[config.mk]
export PLATFORM = sky130hd
export DESIGN_NAME = bram_port_master
export DESIGN_NICKNAME = d
export VERILOG_FILES = /design/src/rtl/bram_pkg.sv /design/src/rtl/bram_rsp_fifo.sv /design/src/rtl/bram_port_master.sv
export SDC_FILE = /design/constraint.sdc
export NUM_CORES = 1
export LEC_CHECK = 0
export ABC_AREA = 1
export CORE_ASPECT_RATIO = 1.5
export CORE_MARGIN = 2
export CORE_UTILIZATION = 50
export CTS_BUF_LIST = sky130_fd_sc_hd__clkbuf_2
export CTS_CLUSTER_DIAMETER = 60
export CTS_CLUSTER_SIZE = 28
export DETAILED_ROUTE_END_ITERATION = 10
export DONT_BUFFER_PORTS = 1
export PLACE_DENSITY = 0.68
export SKIP_CTS_REPAIR_TIMING = 1
export SYNTH_ARGS = -nofsm -noshare
export SYNTH_HDL_FRONTEND = slang
export SYNTH_SLANG_ARGS = --single-unit
export TNS_END_PERCENT = 5
[constraint.sdc]
create_clock -name clock -period 1.6 [get_ports clock]
set_input_delay 0.24 -clock clock [delete_from_list [all_inputs] [get_ports clock]]
set_output_delay 0.24 -clock clock [all_outputs]
set_load 0.005 [all_outputs]
[src/rtl/bram_pkg.sv]
// Shared Bram geometry and request payload, common to the Bram, its initiators and their benches.
package bram_pkg;

    localparam int unsigned BRAM_ADDR_WIDTH   = 9;
    localparam int unsigned BRAM_DATA_WIDTH   = 32;
    localparam int unsigned BRAM_READ_LATENCY = 1;

    typedef struct packed {
        logic                       write;
        logic [BRAM_ADDR_WIDTH-1:0] address;
        logic [BRAM_DATA_WIDTH-1:0] data;
    } bram_req_t;

endpackage

[src/rtl/bram_rsp_fifo.sv]
// Synchronous first-word-fall-through FIFO holding Bram read responses until the client takes them.
module bram_rsp_fifo #(
    parameter int unsigned DATA_WIDTH = 32,
    parameter int unsigned RSP_DEPTH  = 4
) (
    input  logic                       clock,
    input  logic                       reset,
    input  logic                       i_push,
    input  logic [DATA_WIDTH-1:0]      i_push_data,
    input  logic                       i_pop,
    output logic [DATA_WIDTH-1:0]      o_head_c,
    output logic                       o_valid_c,
    output logic [$clog2(RSP_DEPTH):0] o_count
);

    localparam int unsigned PTR_W = $clog2(RSP_DEPTH);
    localparam int unsigned CNT_W = PTR_W + 1;

    logic [DATA_WIDTH-1:0] r_mem [RSP_DEPTH];
    logic [PTR_W-1:0]      r_wr_ptr;
    logic [PTR_W-1:0]      r_rd_ptr;
    logic [CNT_W-1:0]      r_count;
    logic                  w_pop;

    assign o_valid_c = (r_count != '0);
    assign w_pop     = i_pop & o_valid_c;
    assign o_head_c  = o_valid_c ? r_mem[r_rd_ptr] : '0;
    assign o_count   = r_count;

    // Storage needs no reset: the head is masked to zero whenever the FIFO is empty.
    always_ff @(posedge clock) begin
        if (i_push) begin
            r_mem[r_wr_ptr] <= i_push_data;
        end
    end

    always_ff @(posedge clock) begin
        if (reset) begin
            r_wr_ptr <= '0;
            r_rd_ptr <= '0;
            r_count  <= '0;
        end else begin
            assert (!(i_push && !w_pop && (r_count == CNT_W'(RSP_DEPTH))));
            assert (!(i_pop && !o_valid_c));
            if (i_push) begin
                r_wr_ptr <= r_wr_ptr + PTR_W'(1);
            end
            if (w_pop) begin
                r_rd_ptr <= r_rd_ptr + PTR_W'(1);
            end
            case ({i_push, w_pop})
                2'b10:   r_count <= r_count + CNT_W'(1);
                2'b01:   r_count <= r_count - CNT_W'(1);
                default: r_count <= r_count;
            endcase
        end
    end

endmodule

[src/rtl/bram_port_master.sv]
// Bram initiator: turns a valid/ready request stream into registered Bram pin activity and
// returns read data in order on a valid/ready response stream, with credit-based backpressure.
module bram_port_master
    import bram_pkg::*;
#(
    parameter int unsigned ADDR_WIDTH   = BRAM_ADDR_WIDTH,
    parameter int unsigned DATA_WIDTH   = BRAM_DATA_WIDTH,
    parameter int unsigned READ_LATENCY = BRAM_READ_LATENCY,
    parameter int unsigned RSP_DEPTH    = 4
) (
    input  logic                  clock,
    input  logic                  reset,
    input  logic                  req_valid,
    output logic                  req_ready,
    input  logic                  req_write,
    input  logic [ADDR_WIDTH-1:0] req_address,
    input  logic [DATA_WIDTH-1:0] req_data,
    output logic                  rsp_valid,
    input  logic                  rsp_ready,
    output logic [DATA_WIDTH-1:0] rsp_data,
    output logic                  ram_enable,
    output logic                  write_enable,
    output logic [ADDR_WIDTH-1:0] address,
    output logic [DATA_WIDTH-1:0] input_data,
    input  logic [DATA_WIDTH-1:0] output_data
);

    localparam int unsigned CRED_W = $clog2(RSP_DEPTH) + 1;

    logic                  r_ram_enable;
    logic                  r_write_enable;
    logic [ADDR_WIDTH-1:0] r_address;
    logic [DATA_WIDTH-1:0] r_input_data;
    logic [READ_LATENCY:0] r_tag;
    logic [CRED_W-1:0]     r_credit;

    logic                  w_accept;
    logic                  w_rd_accept;
    logic                  w_pop;
    logic                  w_capture;
    logic [CRED_W-1:0]     w_fifo_count;

    // Ready depends only on registered credit state and reset, never on request/response inputs.
    assign req_ready   = ~reset & (r_credit < CRED_W'(RSP_DEPTH));
    assign w_accept    = req_valid & req_ready;
    assign w_rd_accept = w_accept & ~req_write;
    assign w_pop       = rsp_valid & rsp_ready;
    assign w_capture   = r_tag[READ_LATENCY];

    assign ram_enable   = r_ram_enable;
    assign write_enable = r_write_enable;
    assign address      = r_address;
    assign input_data   = r_input_data;

    // Issue register: Bram pins carry the request accepted on the previous edge.
    always_ff @(posedge clock) begin
        if (reset) begin
            r_ram_enable   <= 1'b0;
            r_write_enable <= 1'b0;
            r_address      <= '0;
            r_input_data   <= '0;
        end else begin
            r_ram_enable   <= w_accept;
            r_write_enable <= w_accept & req_write;
            if (w_accept) begin
                r_address <= req_address;
            end
            if (w_accept && req_write) begin
                r_input_data <= req_data;
            end
        end
    end

    // Bit 0 marks a read on the pins; bit READ_LATENCY marks output_data ready for capture.
    always_ff @(posedge clock) begin
        if (reset) begin
            r_tag <= '0;
        end else begin
            r_tag <= {r_tag[READ_LATENCY-1:0], w_rd_accept};
        end
    end

    // Credits cover reads both in flight and parked in the FIFO, so the FIFO cannot overflow.
    always_ff @(posedge clock) begin
        if (reset) begin
            r_credit <= '0;
        end else begin
            assert (w_fifo_count <= r_credit);
            case ({w_rd_accept, w_pop})
                2'b10:   r_credit <= r_credit + CRED_W'(1);
                2'b01:   r_credit <= r_credit - CRED_W'(1);
                default: r_credit <= r_credit;
            endcase
        end
    end

    bram_rsp_fifo #(
        .DATA_WIDTH (DATA_WIDTH),
        .RSP_DEPTH  (RSP_DEPTH)
    ) u_rsp_fifo (
        .clock       (clock),
        .reset       (reset),
        .i_push      (w_capture),
        .i_push_data (output_data),
        .i_pop       (w_pop),
        .o_head_c    (rsp_data),
        .o_valid_c   (rsp_valid),
        .o_count     (w_fifo_count)
    );

endmodule

# --- Yosys cells after proc, flatten, opt, wreduce, memory -nomap -nowiden ---
# Memory sizes are Yosys's and may differ from the RTL's. A register that Yosys moved wholly into a read port is not among the register bits.
# Index checks and enable logic that the tools add are counted.
word_totals:
  ff_bits: 55
  rom_bits: 0
  output_inout_bits: 77
  latch_bits: 0
  n_memories: 1
  mem_bits_rw: 128
  wordCells: 40
op_classes:
  add_sub_neg: 6
  multipliers: 0
  mux: 7
  bitwise_logic: 8
  shift: 0
  reduce_logical: 4
  div_mod_pow: 0
  order_cmp: 1
  eq_ne: 4
memory_table:
  columns: ["name", "words", "word_bits", "read_ports", "rd_clocked_by_memory_dff", "write_ports", "line", "source"]
  rows:
  - ["u_rsp_fifo.r_mem", 4, 32, 1, 1, 1, "bram_rsp_fifo.sv:19", "logic [DATA_WIDTH-1:0] r_mem [RSP_DEPTH];"]
op_table:
  columns: ["operator", "count"]
  rows:
  - ["$mux W32", 1]
  - ["$pmux W3 S2", 2]
  - ["$add A3 B1 Y3 const B", 2]
  - ["$and A1 B1 Y1", 6]
  - ["$sub A3 B1 Y3 const B", 2]
  - ["$add A2 B1 Y2 const B", 2]
  - ["$eq A2 B1 Y1 const B", 2]
  - ["$eq A2 B2 Y1 const B", 2]
  - ["$mux W2", 2]
  - ["$reduce_bool A2 Y1", 2]
  - ["$lt A3 B3 Y1 const B", 1]
  - ["$reduce_bool A3 Y1", 1]
  - ["$mux W1", 2]
  - ["$not A1 Y1", 2]
  - ["$logic_and A1 B1 Y1", 1]

# --- Depth between registers and ports, before layout ---
# Gate-level depths: netlist (run 1).
depth:
  depth_word: 6
  mapped_depth: 14
  depth_no_buf: 13

# --- Modules after synthesis ---
# From an unflattened synthesis (run 1), not the netlist that was laid out.
unflattened:
  hier_cells: 721
  area_unflattened_um2: 7345.8
by_module_without_submodules:
  columns: ["mod", "cells_per_inst", "seq_area_each_um2", "area_each_um2", "n_inst"]
  rows:
  - ["bram_rsp_fifo", 443, 4023.9, 5430.2, 1]
  - ["bram_port_master", 278, 960.9, 1915.6, 1]

# --- Least setup slack after synthesis (run 1) ---
# Ideal clock, no wire load.
synth_path:
  path_kind: "register -> register"
  startpoint: "register r_credit[2]"
  endpoint: "register r_credit[2]"
  slack_ps: -139
  stages_incl_launch_ff: 15
  n_path_buf: 1
  t_arrival_ps: 1626
  t_required_ps: 1487
  path_cell_list: "dfxtp_1 > nor2_4 > nand2_1 > buf_2 > nor2_1 > inv_1 > ha_1 > inv_1 > fa_1 > inv_1 > nand2_1 > nand3_1 > nand2_1 > nand2_1 > nor2_1"
synth_between:
  elab_chain_len: 6
synth_lines:
  columns: ["element", "line", "source"]
  rows:
  - ["start, declared", "bram_port_master.sv:35", "logic [CRED_W-1:0] r_credit;"]
  - ["start signal, assigned", "bram_port_master.sv:90", "2'b10: r_credit <= r_credit + CRED_W'(1);"]
  - ["start signal, assigned", "bram_port_master.sv:91", "2'b01: r_credit <= r_credit - CRED_W'(1);"]
  - ["start signal, assigned", "bram_port_master.sv:92", "default: r_credit <= r_credit;"]
  - ["$lt A3 B3 Y1 (*)", "bram_port_master.sv:44", "assign req_ready = ~reset & (r_credit < CRED_W'(RSP_DEPTH));"]
  - ["$and A1 B1 Y1 (*)", "bram_port_master.sv:44", null]
  - ["named net req_ready", "bram_port_master.sv:14", "output logic req_ready,"]
  - ["$and A1 B1 Y1 (*)", "bram_port_master.sv:45", "assign w_accept = req_valid & req_ready;"]
  - ["$and A1 B1 Y1 (*)", "bram_port_master.sv:46", "assign w_rd_accept = w_accept & ~req_write;"]
  - ["$eq A2 B1 Y1 / $eq A2 B2 Y1 (equally long branches)", "bram_port_master.sv:89", "case ({w_rd_accept, w_pop})"]
  - ["$pmux W3 S2 / $reduce_bool A2 Y1 (equally long branches)", null, null]
# Mark *: on every way through the listed nets, which the timed path passes. The rest lies on a longest branch.
# A chain may end at the register's enable or synchronous reset.

# --- Worst setup path after layout (run 1) ---
layout_path:
  startpoint: "register r_credit[2]"
  endpoint: "register r_credit[2]"
layout_between:
  elab_chain_len: 6
layout_lines:
  columns: ["element", "line"]
  rows:
  - ["$lt A3 B3 Y1", "bram_port_master.sv:44"]
  - ["$and A1 B1 Y1", "bram_port_master.sv:44"]
  - ["$and A1 B1 Y1", "bram_port_master.sv:45"]
  - ["$and A1 B1 Y1", "bram_port_master.sv:46"]
  - ["$eq A2 B1 Y1 / $eq A2 B2 Y1 (equally long branches)", "bram_port_master.sv:89"]
  - ["$pmux W3 S2 / $reduce_bool A2 Y1 (equally long branches)", null]
# Parallel ways exist; a longest one is shown, timed or not.

==> impl_metrics.tcl, run 1 <==
set metrics [dict create \
    syn_to_final_growth_pct 24.1 \
    violations "negative setup slack" \
    cp_max_fo 2 \
    grt_pass1_wl_um 23300 \
    hold_path.class "input pin to flop" \
    hold_viol 0 \
    dp.cells 905 \
    die_w_um 103 \
    fin_nets 901 \
    wire_per_inst_um 16.5 \
    leakagePower_nw 3.53 \
    maxCapViolCount 0 \
    rsz0062_at_grt "yes" \
    firstDrtPassIters 5 \
    synth-seq-cells 185 \
    arrival_ps 2720 \
    cts.sinks 185 \
    cp-end-kind "flop" \
    portBuffers 0 \
    clk_pin_slew_worst_paths_ps 280 \
    cp_slowest_cell "dlygate4sd3_1" \
    layout-drive-gt1-share_pct 15.0 \
    status "finished with violations" \
    critical_path_class "flop to flop" \
    core-area_mm2 0.0145 \
    drt_wl_total_um 17000 \
    slew_violations 0 \
    post-route-period-util_pct 133 \
    fin_skew_ps 49.8 \
    path_cells "nor2_4 > nand2_2 > nor2_4 > dlygate4sd3_1 > inv_2 > ha_4 > inv_2 > fa_2 > inv_1 > nand2_1 > nand3_2 > nand2_1 > nand2_1 > nor2_1" \
    cts_root_buf "clkbuf_2" \
    ys_warn_count 0 \
    drt_iter0_drc 202 \
    setup_viol 36 \
    fillerInstances 1120 \
    yosys.area.top_type_share_pct 52.4 \
    clock.fmax_mhz 469 \
    vias 5210 \
    setup_slack_ps -534 \
    dieArea_mm2 0.0157 \
    grt_max_degree 47 \
    cp_top_family "buffers and inverters" \
    syn_nets 805 \
    syn_inst 719 \
    place_congestion 0.761 \
    yosys-top-cells-area "edfxtp_1, dfxtp_1, nor2_1" \
    cts.path.max_buffers 2 \
    yosys.cell_types.count 20 \
    cp.buffers_inverters 4 \
    io_pins 155 \
    rows 54 \
    min_period_ps 2130 \
    gr-total-overflow 0 \
    htree_levels 4 \
    required_ps 2190 \
    avgSynthCellArea_um2 10.2 \
    relSlewSlack_pct 74.7 \
    antenna_found_initial 2 \
    drc_errors 0 \
    vdd_ir_drop_max_uv 594 \
    track_usage_pct 19.3 \
    viasPerCell 5.08 \
    insertion_delay_ps 680 \
    drtAntennaViolNets 0 \
    place_ws_ps -95.7 \
    syn_area_mm2 0.00734 \
    grt_pass1_vias 4945 \
    fin_cells 1026 \
    numCtsBuffers 17 \
    tightest_slew_ps 379 \
    yosys.area.top_type "edfxtp_1" \
    start_util_pct 50.8 \
    power.density_mw_per_mm2 1160 \
    cts_tree "yes" \
    synth_seq_area_share_pct 67.9 \
    dp_hpwl_um 9780 \
    die_h_um 152 \
    utilization_pct 63.0 \
    path_common_cell "nand2_1" \
    start_kind "flop" \
    slowest_delay_ps 590 \
    total_power_mw 10.6 \
]
-- cells in the mapped netlist --
cell	count
buf_6	8
nor2_1	202
nand2_1	102
nand3_1	13
fa_1	2
a21oi_1	39
clkbuf_1	9
o21ai_1	8
nand3_2	1
o21ai_0	62
edfxtp_1	128
clkbuf_8	1
ha_1	6
buf_2	15
dfxtp_1	57
buf_4	3
nor2_4	1
inv_1	60
inv_2	1
clkinv_1	1
-- sequential cells by signal, summed over array words and instances (netlist names), named ones only --
name	flops
address	9
input_data	32
r_credit	3
r_tag	2
ram_enable	1
u_rsp_fifo.o_count	3
u_rsp_fifo.r_mem	128
u_rsp_fifo.r_rd_ptr	2
u_rsp_fifo.r_wr_ptr	2
write_enable	1
-- cell type report --
class	count	area, um^2	share of cell area (%)
antenna	2	5.00	0.0550
clock buffer	19	95.1	1.04
clock inverter	13	110	1.21
inverter	62	236	2.60
multi-input combinational	436	2160	23.7
sequential	185	4990	54.8
tap	196	245	2.69
timing repair buffer	113	1260	13.9
-- path summary, 6_finish.rpt --
check | start | end | slack [ps] | depth (start not counted)
worst max-delay path | r_credit[2] | r_credit[2] | -530 | 14
worst min-delay path | req_address[5] | address[5] | 180 | 3
worst max register to register | r_credit[2] | r_credit[2] | -530 | 14
worst min register to register | r_tag[0] | r_tag[1] | 440 | 2
-- cell families after synthesis --
family | Yosys count | synth area share [%]
and+or+nand+nor | 319 | 16.7
DFF | 185 | 67.9
AOI/OAI and AO/OA | 109 | 7.43
buffers and inverters | 98 | 6.37
adders and majority gates | 8 | 1.57
-- metrics by stage --
stage	area [um^2]	setup TNS, ps	hold WS (ps)
final	9110	-15520	177
after global routing	9110	-21090	81.9
after CTS	7900	-22430	-486
after detailed placement	7690	-226	319
after global placement	7690	-27.5	316
after floorplan	7360	-1030	311
-- worst reg2reg max path: stages (launching register included) --
cell	delay (ps)
dfxtp_2	410
nor2_4	40
nand2_2	90
nor2_4	30
dlygate4sd3_1	590
inv_2	90
ha_4	140
inv_2	40
fa_2	330
inv_1	60
nand2_1	50
nand3_2	70
nand2_1	50
nand2_1	50
nor2_1	40
-- power by group --
group / total (mW) / switching, mW / leakage [nW] / internal [mW]
Combinational: 3.04 / 1.75 / 1.77 / 1.30
Sequential: 5.41 / 0.131 / 1.62 / 5.28
Clock: 2.11 / 1.58 / 0.143 / 0.524
-- per-layer routing --
metal	vias up	track usage, %	share of wire, %
met2	154	35.7	55
li1	2528	-	-
met4	0	5.76	0.59
met5	-	0	0
met1	2519	19.1	38
met3	9	7.71	6.6
-- cells in the final DEF, fill, tap and decap left out, types with 4 or more instances in the layout --
cell type | netlist | final
a21oi_1 | 39 | 6
a21oi_2 | 0 | 19
a21oi_4 | 0 | 14
buf_12 | 0 | 13
buf_4 | 3 | 14
buf_6 | 8 | 6
clkbuf_2 | 0 | 19
clkinv_4 | 0 | 4
dfxtp_1 | 57 | 51
dfxtp_2 | 0 | 5
dlygate4sd3_1 | 0 | 78
edfxtp_1 | 128 | 128
ha_1 | 6 | 4
inv_1 | 60 | 54
inv_2 | 1 | 6
inv_6 | 0 | 4
nand2_1 | 102 | 100
nand3_1 | 13 | 12
nor2_1 | 202 | 200
o21ai_0 | 62 | 32
o21ai_1 | 8 | 38
Note: power is estimated with default switching activity, not from simulation.
==> inputs of run 2 (changes only) <==
--- a/config.mk
+++ b/config.mk
@@ -14,6 +14,7 @@
 export CTS_CLUSTER_SIZE = 28
 export DETAILED_ROUTE_END_ITERATION = 10
 export DONT_BUFFER_PORTS = 1
+export MAX_ROUTING_LAYER = met4
 export PLACE_DENSITY = 0.68
 export SKIP_CTS_REPAIR_TIMING = 1
 export SYNTH_ARGS = -nofsm -noshare
==> run 2 against run 1 <==
Net effect: the run still ends with negative setup slack left; clock power about the same; sequential share of layout area up 0.11 points; via count up 0.35%; design area down 0.21%; global-route usage up 0.62 points; setup slack worse by 1.4 ps; maximum frequency about the same; clock skew down 2.0 ps; utilization down 0.13 points; die area unchanged; register-to-register slack about the same; combinational power about the same.
==> impl_metrics.tcl, run 2 (same netlist as run 1, synthesis figures left out) <==
set metrics [dict create \
    viasPerCell 5.10 \
    die_h_um 152 \
    cp_max_fo 2 \
    relSlewSlack_pct 73.6 \
    fin_skew_ps 47.7 \
    final_common_cell "nor2_1" \
    status "finished with violations" \
    reg2reg_from "r_credit[2]" \
    io_pins 155 \
    grt_max_degree 47 \
    drt_iter0_drc 168 \
    fin_cells 1026 \
    vias 5228 \
    hold_viol 0 \
    layout-drive-gt1-share_pct 14.4 \
    place_congestion 0.772 \
    rsz0062_at_grt "yes" \
    firstDrtPassIters 5 \
    drtAntennaViolNets 0 \
    arrival_ps 2740 \
    utilization_pct 62.9 \
    power.density_mw_per_mm2 1160 \
    leakagePower_nw 3.53 \
    reg2regPathDepth 14 \
    final_cell_mix "nor2_1, edfxtp_1, nand2_1" \
    multi_input_area_mm2 0.00214 \
    register_area_mm2 0.00499 \
    start_util_pct 50.8 \
    start_kind "flop" \
    dieArea_mm2 0.0157 \
    maxCapViolCount 0 \
    largest-register "u_rsp_fifo.r_mem" \
    critical_path_class "flop to flop" \
    vdd_ir_drop_max_uv 557 \
    min_from "req_address[5]" \
    required_ps 2200 \
    drt_wl_total_um 17000 \
    cp-end-kind "flop" \
    cts_tree "yes" \
    violations "negative setup slack" \
    htree_levels 4 \
    numCtsBuffers 17 \
    rows 54 \
    cts_root_buf "clkbuf_2" \
    post-route-period-util_pct 133 \
    holdPathStages 3 \
    startpoint "r_credit[2]" \
    clk_pin_slew_worst_paths_ps 280 \
    core-area_mm2 0.0145 \
    tightest_slew_ps 397 \
    portBuffers 0 \
    antenna_found_initial 2 \
    slew_violations 0 \
    wire_per_inst_um 16.6 \
    die_w_um 103 \
    grt_pass1_wl_um 23400 \
    syn_to_final_growth_pct 23.8 \
    clock.fmax_mhz 468 \
    hold_path.class "input pin to flop" \
    min_period_ps 2140 \
    place_ws_ps -95.7 \
    gr-total-overflow 0 \
    grt_pass1_vias 4948 \
    cts.sinks 185 \
    cts.path.max_buffers 2 \
    fillerInstances 1121 \
    setup_viol 36 \
    drc_errors 0 \
    setup_slack_ps -536 \
    largest_reg_flops 128 \
    total_power_mw 10.5 \
    dp_hpwl_um 9780 \
    fin_nets 901 \
    insertion_delay_ps 690 \
    dp.cells 905 \
    track_usage_pct 19.9 \
]
run 2: cell counts in the layout (fill, tap and decap cells not counted):
No cell type changed its count.
run 2: final timing paths:
check / endpoint / slack (ps)
setup / recovery: r_credit[2] / -540
hold / removal: address[5] / 170
setup reg to reg: r_credit[2] / -540
hold reg to reg: r_tag[1] / 440
run 2: where the power goes:
part           leakage, nW  internal [mW]  total, mW  switching, mW
Clock                0.143          0.523       2.11           1.59
Sequential            1.62           5.28       5.41          0.131
Combinational         1.77           1.29       3.01           1.72
run 2: through the flow:
stage / hold slack [ps] / instance area [um^2] / TNS (ps)
6_report: 171 / 9090 / -16120
5_1_grt: 62.7 / 9090 / -21910
4_1_cts: -486 / 7900 / -22430
3_5_place_dp: 319 / 7690 / -226
3_3_place_gp: 316 / 7690 / -27.5
2_1_floorplan: 311 / 7360 / -1030
run 2: cell type report:
| class | instances | share of cell area [%] |
|---|---|---|
| Clock buffer | 19 | 1.05 |
| Inverter | 62 | 2.60 |
| Tap cell | 196 | 2.70 |
| Sequential cell | 185 | 55.0 |
| Timing Repair Buffer | 113 | 13.9 |
| Antenna cell | 2 | 0.0551 |
| Multi-Input combinational cell | 436 | 23.5 |
| Clock inverter | 13 | 1.21 |
run 2: worst max-delay path, cell delays in order (launching register included):
cell and delay (ps):
dfxtp_2 410, nor2_4 40, nand2_2 90, nor2_4 30, dlygate4sd3_1 590, inv_2 90
ha_4 140, inv_2 40, fa_2 330, inv_1 60, nand2_1 50, nand3_2 70
nand2_1 50, nand2_1 50, nor2_1 40
run 2: per-layer routing:
layer  global-route usage, %  share of wire [%]  wire length (um)
met2                    35.7                 55              9320
met1                    19.3                 38              6440
met5                       -                  0                 0
met4                    5.58               0.87               148
met3                    7.89                6.4              1090
==> inputs of run 3 (changes only) <==
--- a/config.mk
+++ b/config.mk
@@ -16,7 +16,9 @@
 export DONT_BUFFER_PORTS = 1
 export MAX_ROUTING_LAYER = met4
 export PLACE_DENSITY = 0.68
+export RECOVER_POWER = 100
 export SKIP_CTS_REPAIR_TIMING = 1
+export SLEW_MARGIN = 20
 export SYNTH_ARGS = -nofsm -noshare
 export SYNTH_HDL_FRONTEND = slang
 export SYNTH_SLANG_ARGS = --single-unit
==> run 3 against run 2 <==
Net effect: the run still ends with negative setup slack left; first-iteration DRC count did not move; combinational power is essentially flat; clock skew stayed put; sequential power is essentially flat; non-clock buffer count unchanged; flip-flop and latch count unchanged; critical endpoint unchanged; highest routed layer unchanged.
==> impl_metrics.tcl, run 3 (same netlist as run 1, synthesis figures left out) <==
set metrics [dict create \
    tightest_slew_ps 397 \
    hold_viol 0 \
    slew_violations 0 \
    start_util_pct 50.8 \
    cts.path.max_buffers 2 \
    clock.fmax_mhz 468 \
    drt_wl_total_um 17000 \
    cp_max_fo 2 \
    htree_levels 4 \
    io_pins 155 \
    cts_tree "yes" \
    portBuffers 0 \
    gr-total-overflow 0 \
    fillerInstances 1121 \
    layout-drive-gt1-share_pct 14.4 \
    cp_num_cells 14 \
    die_w_um 103 \
    reg2reg_setup_slack_ps -540 \
    grt_pass1_wl_um 23400 \
    fin_skew_ps 47.7 \
    insertion_delay_ps 690 \
    start_kind "flop" \
    dieArea_mm2 0.0157 \
    antenna_found_initial 2 \
    drtAntennaViolNets 0 \
    reg2reg_from "r_credit[2]" \
    relSlewSlack_pct 73.6 \
    numCtsBuffers 17 \
    slowest_delay_ps 590 \
    startpoint "r_credit[2]" \
    cp_slowest_cell "dlygate4sd3_1" \
    drt_iter0_drc 168 \
    path_common_cell "nand2_1" \
    power.density_mw_per_mm2 1160 \
    largest_reg_flops 128 \
    rsz0062_at_grt "yes" \
    cp_top_family "buffers and inverters" \
    hold_path.class "input pin to flop" \
    fin_nets 901 \
    final_area_mm2 0.00909 \
    final_cell_mix "nor2_1, edfxtp_1, nand2_1" \
    min_period_ps 2140 \
    final_common_cell "nor2_1" \
    reg2regPathDepth 14 \
    viasPerCell 5.10 \
    arrival_ps 2740 \
    path_cells "nor2_4 > nand2_2 > nor2_4 > dlygate4sd3_1 > inv_2 > ha_4 > inv_2 > fa_2 > inv_1 > nand2_1 > nand3_2 > nand2_1 > nand2_1 > nor2_1" \
    place_congestion 0.772 \
    cp-endpoint "r_credit[2]" \
    maxCapViolCount 0 \
    largest-register "u_rsp_fifo.r_mem" \
    violations "negative setup slack" \
    placed_cell_area_mm2 0.00769 \
    cp.buffers_inverters 4 \
    post-route-period-util_pct 133 \
    cts.sinks 185 \
    firstDrtPassIters 5 \
    cp-end-kind "flop" \
    vias 5228 \
    dp_hpwl_um 9780 \
    cts_root_buf "clkbuf_2" \
    r2r-end "r_credit[2]" \
    core-area_mm2 0.0145 \
    grt_max_degree 47 \
    grt_pass1_vias 4948 \
    wire_per_inst_um 16.6 \
    track_usage_pct 19.9 \
    leakagePower_nw 3.53 \
    rows 54 \
    setup_slack_ps -536 \
    drc_errors 0 \
    status "finished with violations" \
    holdWs_ps 171 \
    required_ps 2200 \
    utilization_pct 62.9 \
    place_ws_ps -95.7 \
    clk_pin_slew_worst_paths_ps 280 \
    die_h_um 152 \
    setup_viol 36 \
    syn_to_final_growth_pct 23.8 \
    critical_path_class "flop to flop" \
    vdd_ir_drop_max_uv 557 \
]
run 3: cell counts in the layout (fill, tap and decap cells not counted):
Identical to the previous run, type by type.
run 3: report_power, final:
part	switching, mW	internal [mW]
Clock	1.59	0.523
Combinational	1.72	1.29
Sequential	0.131	5.28
Total	3.44	7.09
run 3: metal layers:
metal  share of wire [%]  global-route usage, %
met5                   0                      -
met2                  55                   35.7
met3                 6.4                   7.89
met4                0.87                   5.58
met1                  38                   19.3
run 3: metrics by stage:
stage	setup TNS, ps	total power, mW	std cells
detailed placement	-226	7.45	905
floorplan	-1030	6.79	719
global placement	-27.5	7.36	905
global route	-21910	11.1	1026
CTS	-22430	9.54	937
finish	-16120	10.5	1026
run 3: worst min path at each step:
| stage | endpoint | depth (start not counted) | startpoint |
|---|---|---|---|
| global route | address[5] | 3 | req_address[5] |
| global placement | r_tag[0] | 1 | req_write |
| CTS | r_tag[0] | 1 | req_write |
| detailed placement | r_tag[0] | 1 | req_write |
| floorplan | r_tag[1] | 1 | reset |
| finish | address[5] | 3 | req_address[5] |
run 3: final cells by class:
cell class	count	area (um^2)	area share (%)
diodes	2	5.00	0.0551
well taps	196	245	2.70
clock inverters	13	110	1.21
clock buffers	19	95.1	1.05
flip-flops and latches	185	4990	55.0
multi-input cells	436	2140	23.5
repair buffers	113	1260	13.9
inverters	62	236	2.60
run 3: tightest hold or removal path, cell delays in order:
cell           delay [ps]
dlygate4sd3_1         520
nand2_1                50
nand2_1                50
